==> src/rtl/legv8_pkg.sv <==
// Shared types and constants for the LEGv8 fetch stage.
package legv8_pkg;

    localparam int ADDR_W  = 64;
    localparam int INSTR_W = 32;
    localparam logic [ADDR_W-1:0] PC_STEP = 64'd4;

    typedef struct packed {
        logic [ADDR_W-1:0]  pc;
        logic [INSTR_W-1:0] instr;
    } fetch_entry_t;

    // Branch targets are word aligned by clearing the two low bits.
    function automatic logic [ADDR_W-1:0] align_pc(input logic [ADDR_W-1:0] addr);
        return addr & ~64'd3;
    endfunction

endpackage

==> src/rtl/fetch_skid_buffer.sv <==
// Two-entry FIFO holding fetched {pc, instr} pairs; forms the IF/ID register.
module fetch_skid_buffer
    import legv8_pkg::*;
(
    input  logic         clk_i,
    input  logic         rst_i,
    input  logic         push_i,
    input  logic         pop_i,
    input  logic         flush_i,
    input  fetch_entry_t push_entry_i,
    output logic         full_o,
    output logic         empty_o,
    output fetch_entry_t head_o
);

    fetch_entry_t entry_q [2];
    fetch_entry_t entry_d [2];
    logic         head_q;
    logic         head_d;
    logic [1:0]   count_q;
    logic [1:0]   count_d;
    logic         tail_s;
    logic         do_push_s;
    logic         do_pop_s;

    // Next-state for pointers, occupancy and the tail slot.
    always_comb begin
        do_push_s = push_i & ~flush_i;
        do_pop_s  = pop_i & ~flush_i & (count_q != 2'd0);
        // When full, the tail aliases the head slot, which a same-cycle pop frees.
        tail_s    = head_q ^ count_q[0];
        entry_d   = entry_q;
        if (do_push_s) begin
            entry_d[tail_s] = push_entry_i;
        end else begin
            entry_d[tail_s] = entry_q[tail_s];
        end

        if (flush_i) begin
            head_d = 1'b0;
        end else if (do_pop_s) begin
            head_d = ~head_q;
        end else begin
            head_d = head_q;
        end

        case ({do_push_s, do_pop_s})
            2'b10:   count_d = count_q + 2'd1;
            2'b01:   count_d = count_q - 2'd1;
            default: count_d = count_q;
        endcase
        if (flush_i) begin
            count_d = 2'd0;
        end else begin
            count_d = count_d;
        end
    end

    // Buffer state registers.
    always_ff @(posedge clk_i or posedge rst_i) begin
        if (rst_i) begin
            entry_q[0] <= '0;
            entry_q[1] <= '0;
            head_q     <= 1'b0;
            count_q    <= 2'd0;
        end else begin
            entry_q    <= entry_d;
            head_q     <= head_d;
            count_q    <= count_d;
        end
    end

    // Status and head view, zeroed while empty.
    always_comb begin
        full_o  = (count_q == 2'd2);
        empty_o = (count_q == 2'd0);
        if (empty_o) begin
            head_o = '0;
        end else begin
            head_o = entry_q[head_q];
        end
    end

endmodule

==> src/rtl/legv8_fetch_unit.sv <==
// LEGv8 instruction fetch: PC register, redirect handling and IF/ID skid buffer.
module legv8_fetch_unit
    import legv8_pkg::*;
#(
    parameter logic [ADDR_W-1:0] PC_RESET = 64'h0
) (
    input  logic               CLOCK,
    input  logic               RESET,
    output logic [ADDR_W-1:0]  pc_out,
    input  logic [INSTR_W-1:0] ic_in,
    input  logic               stall,
    input  logic               redirect,
    input  logic [ADDR_W-1:0]  redirect_pc,
    output logic               if_id_valid,
    output logic [INSTR_W-1:0] if_id_instr,
    output logic [ADDR_W-1:0]  if_id_pc
);

    logic [ADDR_W-1:0] pc_q;
    logic [ADDR_W-1:0] pc_d;
    logic              pop_s;
    logic              push_s;
    logic              full_s;
    logic              empty_s;
    fetch_entry_t      push_entry_s;
    fetch_entry_t      head_s;

    // Fetch control; redirect overrides stall, push and pop.
    always_comb begin
        pop_s  = ~empty_s & ~stall & ~redirect;
        push_s = ~redirect & (~full_s | pop_s);
        push_entry_s.pc    = pc_q;
        push_entry_s.instr = ic_in;
        if (redirect) begin
            pc_d = align_pc(redirect_pc);
        end else if (push_s) begin
            pc_d = pc_q + PC_STEP;
        end else begin
            pc_d = pc_q;
        end
    end

    // Program counter register.
    always_ff @(posedge CLOCK or posedge RESET) begin
        if (RESET) begin
            pc_q <= PC_RESET;
        end else begin
            pc_q <= pc_d;
        end
    end

    fetch_skid_buffer u_buf (
        .clk_i        (CLOCK),
        .rst_i        (RESET),
        .push_i       (push_s),
        .pop_i        (pop_s),
        .flush_i      (redirect),
        .push_entry_i (push_entry_s),
        .full_o       (full_s),
        .empty_o      (empty_s),
        .head_o       (head_s)
    );

    // Outputs are taken only from registered state.
    always_comb begin
        pc_out      = pc_q;
        if_id_valid = ~empty_s;
        if_id_instr = head_s.instr;
        if_id_pc    = head_s.pc;
    end

endmodule

==> config.mk <==
export PLATFORM = sky130hd
export DESIGN_NAME = legv8_fetch_unit
export DESIGN_NICKNAME = d
export VERILOG_FILES = /design/src/rtl/legv8_pkg.sv /design/src/rtl/fetch_skid_buffer.sv /design/src/rtl/legv8_fetch_unit.sv
export SDC_FILE = /design/constraint.sdc
export NUM_CORES = 1
export LEC_CHECK = 0
export ABC_AREA = 0
export CELL_PAD_IN_SITES_DETAIL_PLACEMENT = 0
export CELL_PAD_IN_SITES_GLOBAL_PLACEMENT = 2
export CORE_MARGIN = 1
export CORE_UTILIZATION = 36
export DETAILED_ROUTE_END_ITERATION = 10
export PLACE_DENSITY_LB_ADDON = 0.1
export SLEW_MARGIN = 20
export SYNTH_ARGS = -nofsm -noshare
export SYNTH_HDL_FRONTEND = slang
export SYNTH_HIERARCHICAL = 1
export SYNTH_SLANG_ARGS = --single-unit
==> constraint.sdc <==
create_clock -name CLOCK -period 11.2 [get_ports CLOCK]
set_clock_uncertainty 0.05 [all_clocks]
set_input_delay 3.36 -clock CLOCK [delete_from_list [all_inputs] [get_ports CLOCK]]
set_output_delay 3.36 -clock CLOCK [all_outputs]
set_load 0.005 [all_outputs]
* Yosys cells after proc, flatten, opt, wreduce, memory -nomap -nowiden *
Index checks and enable logic that the tools add are counted.

cells by class
  reductions and logical operators = 6
  order comparisons = 3
  muxes and demuxes = 18
  equal/unequal tests = 3
  bitwise operators = 15
  add/sub/neg operators = 3

operators by type and width
  kind                     number
  $mux W96                 8
  $bwmux W192              2
  $mux W192                1
  $mux W64                 2
  $demux W96 S1            1
  $add A64 B3 Y64 const B  1
  $and A1 B1 Y1            6
  $reduce_bool A2 Y1       3
  $not A1 Y1               5
  $eq A2 B2 Y1 const B     2
  $ge A2 B2 Y1 const B     2
  $not A1 Y2               2
  $pmux W2 S2              1
  $reduce_bool A3 Y1       1
  $add A2 B1 Y2 const B    1
  $eq A2 B1 Y1 const B     1
  $logic_not A2 Y1         1
  $lt A2 B1 Y1 const B     1
  $mux W1                  2
  $mux W2                  1
  $sub A2 B1 Y2 const B    1
  $logic_and A1 B1 Y1      1
  $or A1 B1 Y1             1
  $xor A1 B1 Y1            1

word-level totals
  input port bits = 100
  bits in registers = 259
  output and inout port bits = 161
  logic and storage cells = 55

* Longest topological paths before layout *
  word-level depth = 10
  mapped depth = 9
  depth with buffers taken out = 6

* By module *
Netlist, hierarchy kept.

modules (own cells, without submodules)
  module             instances  cells an instance  sequential area each (um^2)  area each (um^2)
  fetch_skid_buffer  1          641                4879.7                       8719.6
  legv8_fetch_unit   1          428                1551.5                       3752.3

* Worst setup path after synthesis *
OpenSTA, ideal clock, no wires.

  path kind = input-to-reg
  start point = in redirect
  end point = reg u_buf/entry_q[0] in the netlist's numbering
  data required time = 11025 ps
  setup slack = 5915 ps
  library setup time = 125 ps
  stages = 9
  data arrival time = 5110 ps
  path buffers = 5
  path through = buf_6 -> clkbuf_1 -> clkbuf_1 -> nor2_1 -> nand2b_1 -> nor2_1 -> buf_2 -> buf_4 -> mux2_2

on the way
  cells in the longest elaborated chain, start to end = 6

RTL lines
  element                 RTL line                                        RTL
  start: declaration      legv8_fetch_unit.sv:12                          input logic redirect,
  $not A1 Y1 *            legv8_fetch_unit.sv:30, legv8_fetch_unit.sv:31
  $and A1 B1 Y1           legv8_fetch_unit.sv:30                          pop_s = ~empty_s & ~stall & ~redirect;
  $or A1 B1 Y1            legv8_fetch_unit.sv:31                          push_s = ~redirect & (~full_s | pop_s);
  $and A1 B1 Y1 *         legv8_fetch_unit.sv:31
  net push_s              legv8_fetch_unit.sv:22                          logic push_s;
  $and A1 B1 Y1 *         fetch_skid_buffer.sv:28                         do_push_s = push_i & ~flush_i;
  $mux W192 *             fetch_skid_buffer.sv:33                         if (do_push_s) begin
  end signal: assignment  fetch_skid_buffer.sv:67                         entry_q <= entry_d;
  end: declaration        fetch_skid_buffer.sv:16                         fetch_entry_t entry_q [2];

Mark *: on every way through the listed nets, which the timed path passes. The rest lies on a longest branch.
A chain may end at the register's enable or synchronous reset.

* Final worst setup path *
  start point = reg u_buf.count_q[0]
  end point = out if_id_pc[45]

on the way
  cells in the longest elaborated chain, start to end = 2

RTL lines
  element                   RTL line                 RTL
  start: declaration        fetch_skid_buffer.sv:20  logic [1:0] count_q;
  start signal: assignment  fetch_skid_buffer.sv:69  count_q <= count_d;
  $logic_not A2 Y1          fetch_skid_buffer.sv:76  empty_o = (count_q == 2'd0);
  net empty_s               legv8_fetch_unit.sv:24   logic empty_s;
  $mux W96                  fetch_skid_buffer.sv:77  if (empty_o) begin
  end: declaration          legv8_fetch_unit.sv:16   output logic [ADDR_W-1:0] if_id_pc

The timed path passes the listed nets, and every way through them passes these cells.

==> qor.yml <==
run_status:
  status: "finished clean"
placed_design:
  placed_area_um2: 15300
  hpwl_mm: 21.3
  gp_congestion: 0.721
  io_buffers: 256
sta:
  relSlewSlack: 0.341
  setup_viol: 0
  hold_viol: 0
  fin_crit_ns: 6.74
  fin_crit_sh: 0.602
  hold_ws_ns: 0.432
  rsz0062_at_grt: "no"
  final_max_slew_viol_count: 0
  tightest_slew_ns: 0.986
  max_freq_mhz: 148
  final.setup.tns_ns: 0
critical_path:
  r2r.worst_path.cells: 6
  rr_startpoint: "u_buf/count_q[0]$_DFFE_PP0P_"
  critPathBufInv: 2
  cp.arrival_ns: 3.33
  max_stage_delay_ns: 0.82
  required_ns: 7.79
  crit_start: "u_buf/count_q[0]$_DFFE_PP0P_"
  crit_slowest_cell: "buf_4"
  cp.depth: 4
  worst-path-max-fanout: 67
  start_kind: "flip-flop"
  endpoint_kind: "output pin"
  critPathKind: "flip-flop to output pin"
  crit_family: "buffers and inverters"
  cp_cell_sequence: "nor2_4 > buf_4 > nor2_1 > clkdlybuf4s50_1"
grt:
  grt_max_degree: 142
  grt_first_pass_wirelength_mm: 53.4
  antenna_found_initial: 1
  grt_most_used_layer: "met2"
  grt_overflow: 0
  grt_util_met3: 0.0402
  grtUsageMet1: 0.257
  met2_usage: 0.308
  grt_pass1_vias: 9294
  track_usage: 0.189
job:
  drv_cap: 0
clock_tree:
  cts-buffers-inserted: 30
  clockBufferDepth: 3
  tritoncts: "done"
  clk_pin_slew_ns: 0.06
  clk_latency_ns: 0.55
  clock-sinks: 257
  cts-root-buf: "clkbuf_16"
  cts_setup_buffers: 0
  h-tree-depth: 1
  cts-resized-gates: 0
  postCtsHoldBufs: 0
cells_and_area:
  syn2layout_area_growth_pct: 31.4
  final_cell_mix: "dfrtp_1 (256), clkdlybuf4s50_1 (255), mux2_2 (153)"
  drive_above_1_share: 0.176
  layout.nets: 1406
  stdcell_area_um2: 16400
  layout_commonest_cell: "dfrtp_1"
logic_synthesis:
  yosysTopAreaCellShare: 0.516
  async_reset_ff_frac: 1.00
  yosysSeqAreaShare: 0.516
  synth_area_um2: 12500
  synth_area_leaders: "dfrtp_1 (52%), mux2_2 (14%), mux2i_1 (7.9%)"
  synth-edff-count: 0
  synth_seq_cells: 257
  ys.flop_type: "dfrtp_1"
  ys_warn_count: 6
  synth_area_per_cell_um2: 11.7
  synthCells: 1069
  netlist-cell-type-count: 54
  synth_top_area_cell: "dfrtp_1"
floorplanning:
  boundaryPins: 261
  fp-row-count: 67
  initial_core_util: 0.369
  die_area_um2: 35400
  die_h_um: 188
  dieWidth_um: 188
  coreArea_um2: 33800
route:
  drcViolationCount: 0
  routedWlPerCell_um: 18.7
  wl_mm: 33.2
  vias: 9014
  drt-vias-per-instance: 5.08
  ant_nets: 0
  drt_pass1_iterations: 4
  drt_iter0_drc: 403
pwr:
  powerDensity_nw_per_um2: 180
  leakage_uw: 0.00637
  peakVddDrop_mv: 0.127
hold_path:
  min_path_type: "flip-flop to flip-flop"
  worstHoldStart: "u_buf/entry_q[167]$_DFFE_PP0P_"
  holdPathStages: 1
-- Yosys cell counts (3+ instances only) --
master and instances:
a31oi_1 20, and2_1 4, and3_1 10, and4_1 5, buf_2 29, buf_4 8, buf_6 7, clkbuf_1 23
dfrtp_1 257, inv_1 9, mux2_1 40, mux2_2 153, mux2i_1 98, nand2_1 57, nand3_1 21, nand4_1 29
nor2_1 128, nor2b_1 3, nor3_1 9, nor4_1 6, o21ai_0 46, o31ai_1 10, or3_1 9, or4_1 12
xnor2_1 14, xor2_1 25
-- cells by family (layout without fill, tap and decap cells) --
group | count (synthesis) | in the layout | synth area share
simple gates | 311 | 311 | 0.126
mux | 291 | 291 | 0.253
flops | 257 | 257 | 0.516
compound gates | 90 | 90 | 0.0436
buf+inv | 79 | 331 | 0.0333
xor+xnor | 39 | 39 | 0.0274
fa+ha+maj | 1 | 1 | 0.00100
other cells | 1 | 7 | 0.000301
-- layer usage --
metal / part of all wire / wire length [um] / vias up
met1: 0.46 / 15200 / 4496
met4: 0.020 / 680 / 2
li1: - / - / 4279
met2: 0.47 / 15500 / 194
met5: 0.00045 / 15 / -
met3: 0.054 / 1790 / 43
-- per-stage QoR --
step | total power (uW) | instances | utilization | worst slack [ns]
after floorplan | 1690 | 1074 | - | 2.48
after global placement | 1970 | 1720 | 0.454 | 4.24
after detailed placement | 1990 | 1720 | 0.454 | 4.20
after CTS | 2990 | 1773 | 0.484 | 4.25
after global routing | 3120 | 1774 | 0.485 | 4.18
final | 2940 | 1775 | 0.485 | 4.46
-- layout make-up --
type	count	area [um2]
Multi-Input combinational cell	738	5660
Clock buffer	50	967
Inverter	10	50.0
Timing Repair Buffer	268	2670
Sequential cell	257	6430
Fill cell	3146	17400
Antenna cell	1	2.50
Tap cell	448	561
Clock inverter	3	40.0
-- final timing paths --
kind                                                  end  slack, ns
setup / recovery                             if_id_pc[45]       4.46
hold reg to reg            u_buf/entry_q[167]$_DFFE_PP0P_       0.43
setup reg to reg           u_buf/entry_q[108]$_DFFE_PP0P_       7.50
hold / removal             u_buf/entry_q[167]$_DFFE_PP0P_       0.43
min in group asynchronous  u_buf/entry_q[122]$_DFFE_PP0P_       3.36
max in group asynchronous        u_buf/head_q$_DFFE_PP0P_       6.40
-- power breakdown --
part / internal (uW) / leakage, uW / switching, uW
sequential: 1180 / 0.00307 / 156
clock: 603 / 0.000499 / 377
combinational: 393 / 0.00281 / 236
-- flip-flops by register name (all words and copies together) (netlist names) --
name,flops
u_buf/entry_q,192
pc_out,62
u_buf/count_q,2
u_buf/head_q,1
Power figures use the tool's default switching activity.
==> RTL change 1, RTL diff (config.mk and constraints unchanged) <==
The package constant `INSTR_W` goes from 32 to 36.
--- a/src/rtl/legv8_pkg.sv
+++ b/src/rtl/legv8_pkg.sv
@@ -4,3 +4,3 @@
     localparam int ADDR_W  = 64;
-    localparam int INSTR_W = 32;
+    localparam int INSTR_W = 36;
     localparam logic [ADDR_W-1:0] PC_STEP = 64'd4;
Ports: changed (resized ic_in and if_id_instr); port bits go from 261 to 269. The function was not compared with the original's and may differ.
==> RTL change 1 against the original RTL <==
- setup slack worse by 0.18 ns
- area after synthesis grew 7.5%
- total power grew 4.7%
- sequential power up 5%
- wire length rose by 7.5%
- synthesized cell count is 2.4% higher
- critical endpoint is now if_id_pc[50]
- design area grew 4.8%
- sequential cell count up 8
==> RTL change 1: results (changes against the original RTL) <==
Metal-1 WL -> 16.4 mm (+8.0%)
Num CTS Buffers -> 31 (+3.3%)
Combinational Power Share -> 23.6% (+2.2 points)
worst slack, placed -> 4.33 ns (+0.132 ns)
adder-cell share of the synthesized area -> 0.0933% (-0.0070 points)
buffering overhead -> 15.9% (-0.33 points)
CP max stage delay -> 1.13 ns (+0.31 ns)
FILL cells -> 3412 (+8.5%)
met2 Use GR -> 30.8% (+0.035 points)
status -> finished clean
Seq cells -> 265 (+3.1%)
most frequent cells after synthesis -> 265 x dfrtp_1, 131 x nor2_1, 102 x mux2i_1
total track usage -> 18.9% (about the same)
Post-Synth XOR/XNOR Area -> 2.60% (-0.14 points)
vias per inst -> 5.05 (-0.62%)
CP Launch Point -> u_buf/head_q
Synth Area in Compound Gates -> 4.06% (-0.30 points)
Peak VDD IR -> 0.120 mV (-5.7%)
fraction of area in multi-input gates -> 36.1% (+1.5 points)
mux cell area share after synthesis -> 27.3% (+2.0 points)
initial DRC count -> 390 (-3.2%)
Multi-In Gates -> 754 (+2.2%)
share of cells above drive strength 1 -> 21.0% (+3.3 points)
CP max-delay cell -> dfrtp_4
Seq/Total Area, Yosys -> 49.5% (-2.1 points)
vias in the first global route -> 9587 (+3.2%)
nets -> 1444 (+2.7%)
Clk. pwr -> 967 uW (-1%)
Seq/total area -> 38.6% (-0.64 points)
Reg2Reg Depth -> 9 (+3)
f_max -> 0.144 GHz (-2.6%)
bufs w/o clock -> 277 (+3.4%)
clk tree area frac -> 5.70% (-0.44 points)
DR WL met3 -> 1.93 mm (+7.9%)
largest net degree at the start of global routing -> 128 (-9.9%)
met3 capacity usage during global routing -> 4.47% (+0.45 points)
Reg2Reg Setup Slack -> 7.19 ns (-0.31 ns)
Sw Share -> 26.7% (+0.63 points)
post-synth cell types -> 58 (+7.4%)
critical path capture point -> if_id_pc[50]
worst slew pin tran -> 1.07 ns (+0.0832 ns)
RePlAce Congestion -> 0.716 (-0.78%)
Worst Path Max Fanout -> 54 (-19%)
RTL change 1: changes by cell type in the layout (fill, tap and decap cells not counted), sizes merged, moves of 2 or more:
cell           unedited run  this run
dfrtp                   257       265
mux2i                    98       102
clkinv                    4         7
nor2                    128       132
clkdlybuf4s50           255       263
mux2                    193       201
inv                       8        10
RTL change 1: how the worst min path moves through the flow:
stage	start	slack, ns	end
floorplan	u_buf/entry_q[0]	0.43	u_buf/entry_q[0]
global placement	u_buf/entry_q[51]	0.44	u_buf/entry_q[51]
detailed placement	u_buf/entry_q[131]	0.44	u_buf/entry_q[131]
CTS	u_buf/entry_q[86]	0.46	u_buf/entry_q[86]
global route	u_buf/entry_q[20]	0.46	u_buf/entry_q[20]
finish	u_buf/entry_q[82]	0.45	u_buf/entry_q[82]
RTL change 1: through the flow:
step	cell area (sq um)	std cells	hold slack (ns)
floorplan	13400	1100	0.430
global placement	16200	1774	0.439
detailed placement	16200	1774	0.441
CTS	17200	1831	0.459
global route	17200	1831	0.464
finish	17200	1831	0.453
==> RTL change 2, RTL diff (same flow settings) <==
Made on the original files. Make the reset (`RESET` and `rst_i`) synchronous in 2 clocked blocks.
--- a/src/rtl/fetch_skid_buffer.sv
+++ b/src/rtl/fetch_skid_buffer.sv
@@ -59,3 +59,3 @@
     // Buffer state registers.
-    always_ff @(posedge clk_i or posedge rst_i) begin
+    always_ff @(posedge clk_i) begin
         if (rst_i) begin
--- a/src/rtl/legv8_fetch_unit.sv
+++ b/src/rtl/legv8_fetch_unit.sv
@@ -43,3 +43,3 @@
     // Program counter register.
-    always_ff @(posedge CLOCK or posedge RESET) begin
+    always_ff @(posedge CLOCK) begin
         if (RESET) begin
Function: differs if RESET is asserted again (counterexample within 4 cycles, from zero or initial values and one cycle with RESET high); with RESET held inactive, the same outputs for 4 cycles.
==> RTL change 2 against the original RTL <==
- wire length grew 31%
- setup slack better by 0.32 ns
- design area down 1.2%
- hold slack worse by 0.010 ns
- sequential cell count unchanged
- via count rose by 38%
- critical path depth stayed put
- first-iteration DRC count rose to 2.9 times the old value
- synthesized cell count is 49% higher
- register-to-register slack got worse by 0.26 ns
- fmax up 4.9%
- area after synthesis grew 0.81%
Power is not compared: it rests on default switching activity, and its combinational part moved more than twofold at a synthesized area within 25%.
==> RTL change 2: results (changes against the original RTL) <==
hold path endpoint -> u_buf/entry_q[26]
vias per inst -> 5.63 (+11%)
CP max-delay cell -> dfxtp_4
register area -> 5150 sq um (-20%)
dominant cells by area after synthesis -> dfxtp_1 41%, nand3_1 9.0%, a21oi_1 8.0%
hold path start -> u_buf/entry_q[26]
Reg2Reg Depth -> 10 (+4)
Reg2Reg Setup Slack -> 7.24 ns (-0.26 ns)
Core Box Area -> 34500 sq um (+2.0%)
max reg flops -> 192 (unchanged)
Logic inverters -> 16 (+6)
f_max -> 0.156 GHz (+4.9%)
FILL cells -> 3451 (+9.7%)
Hold Path Class -> flop to flop
critical path capture point -> if_id_pc[30]
WHS Path Cells -> 2 (+1)
RePlAce Congestion -> 0.809 (+12%)
Worst R2R End -> u_buf/entry_q[181]
Main synth FF type -> dfxtp_1
slew margin rel. -> 26.4% (-7.7 points)
status -> finished clean
Multi-In Gates -> 1167 (+58%)
DRT Pass-1 Iters -> 7 (+3)
Clock Pin Slew Worst Setup and Hold Paths -> 0.06 ns (about the same)
Seq/Total Area, Yosys -> 40.9% (-11 points)
nets -> 1846 (+31%)
clk tree area frac -> 6.09% (-0.056 points)
bufs w/o clock -> 271 (+1.1%)
CP max stage delay -> 0.74 ns (-0.08 ns)
CP Launch Point -> u_buf/head_q
Worst Path Max Fanout -> 32 (-52%)
dpl cell area -> 15200 sq um (-0.98%)
largest net degree at the start of global routing -> 193 (+36%)
r2r startpoint -> u_buf/count_q[0]
worst slack, placed -> 4.26 ns (+0.0585 ns)
initial DRC count -> 1157 (+190%)
Setup Buffers After CTS -> 0 (unchanged)
area of the multi-input gates -> 6730 sq um (+19%)
most frequent cells after synthesis -> 257 x dfxtp_1, 226 x nand3_1, 200 x a21oi_1
Num CTS Buffers -> 31 (+3.3%)
buffering overhead -> 16.6% (+0.36 points)
WL/cell -> 19.6 microns (+5.0%)
vias in the first global route -> 11573 (+25%)
ANT cells -> 0 (-1)
share of cells above drive strength 1 -> 4.20% (-13 points)
==> RTL change 2: metal layers <==
| layer | global-route usage, % | part of all wire [%] |
|---|---|---|
| met4 | 6.36 | 2.1 |
| met5 | 0 | 0.030 |
| met1 | 34.4 | 47 |
| met2 | 35.8 | 45 |
| met3 | 3.32 | 6.3 |
==> RTL change 2: tightest hold or removal path, cell delays in order (launching register included) <==
cell and delay [ns]:
dfxtp_1 0.30, o21ai_0 0.06, a21oi_1 0.06
==> RTL change 2: logic make-up (layout without fill, tap and decap cells) <==
group           after synthesis  in the layout  synth area share (%)
buf+inv                     175            339                  6.02
mux                          99             99                  7.88
simple gates                537            537                  20.9
fa+ha+maj                     2              2                 0.199
xor+xnor                     41             41                  2.98
flops                       257            257                  40.9
compound gates              482            482                  21.0
other cells                   1              6                0.0298
==> RTL change 2: metrics by stage <==
step / hold WS (ns) / std cells
detailed placement: 0.416 / 2166
finish: 0.422 / 2218
CTS: 0.424 / 2218
global route: 0.436 / 2218
floorplan: 0.403 / 1599
global placement: 0.410 / 2166
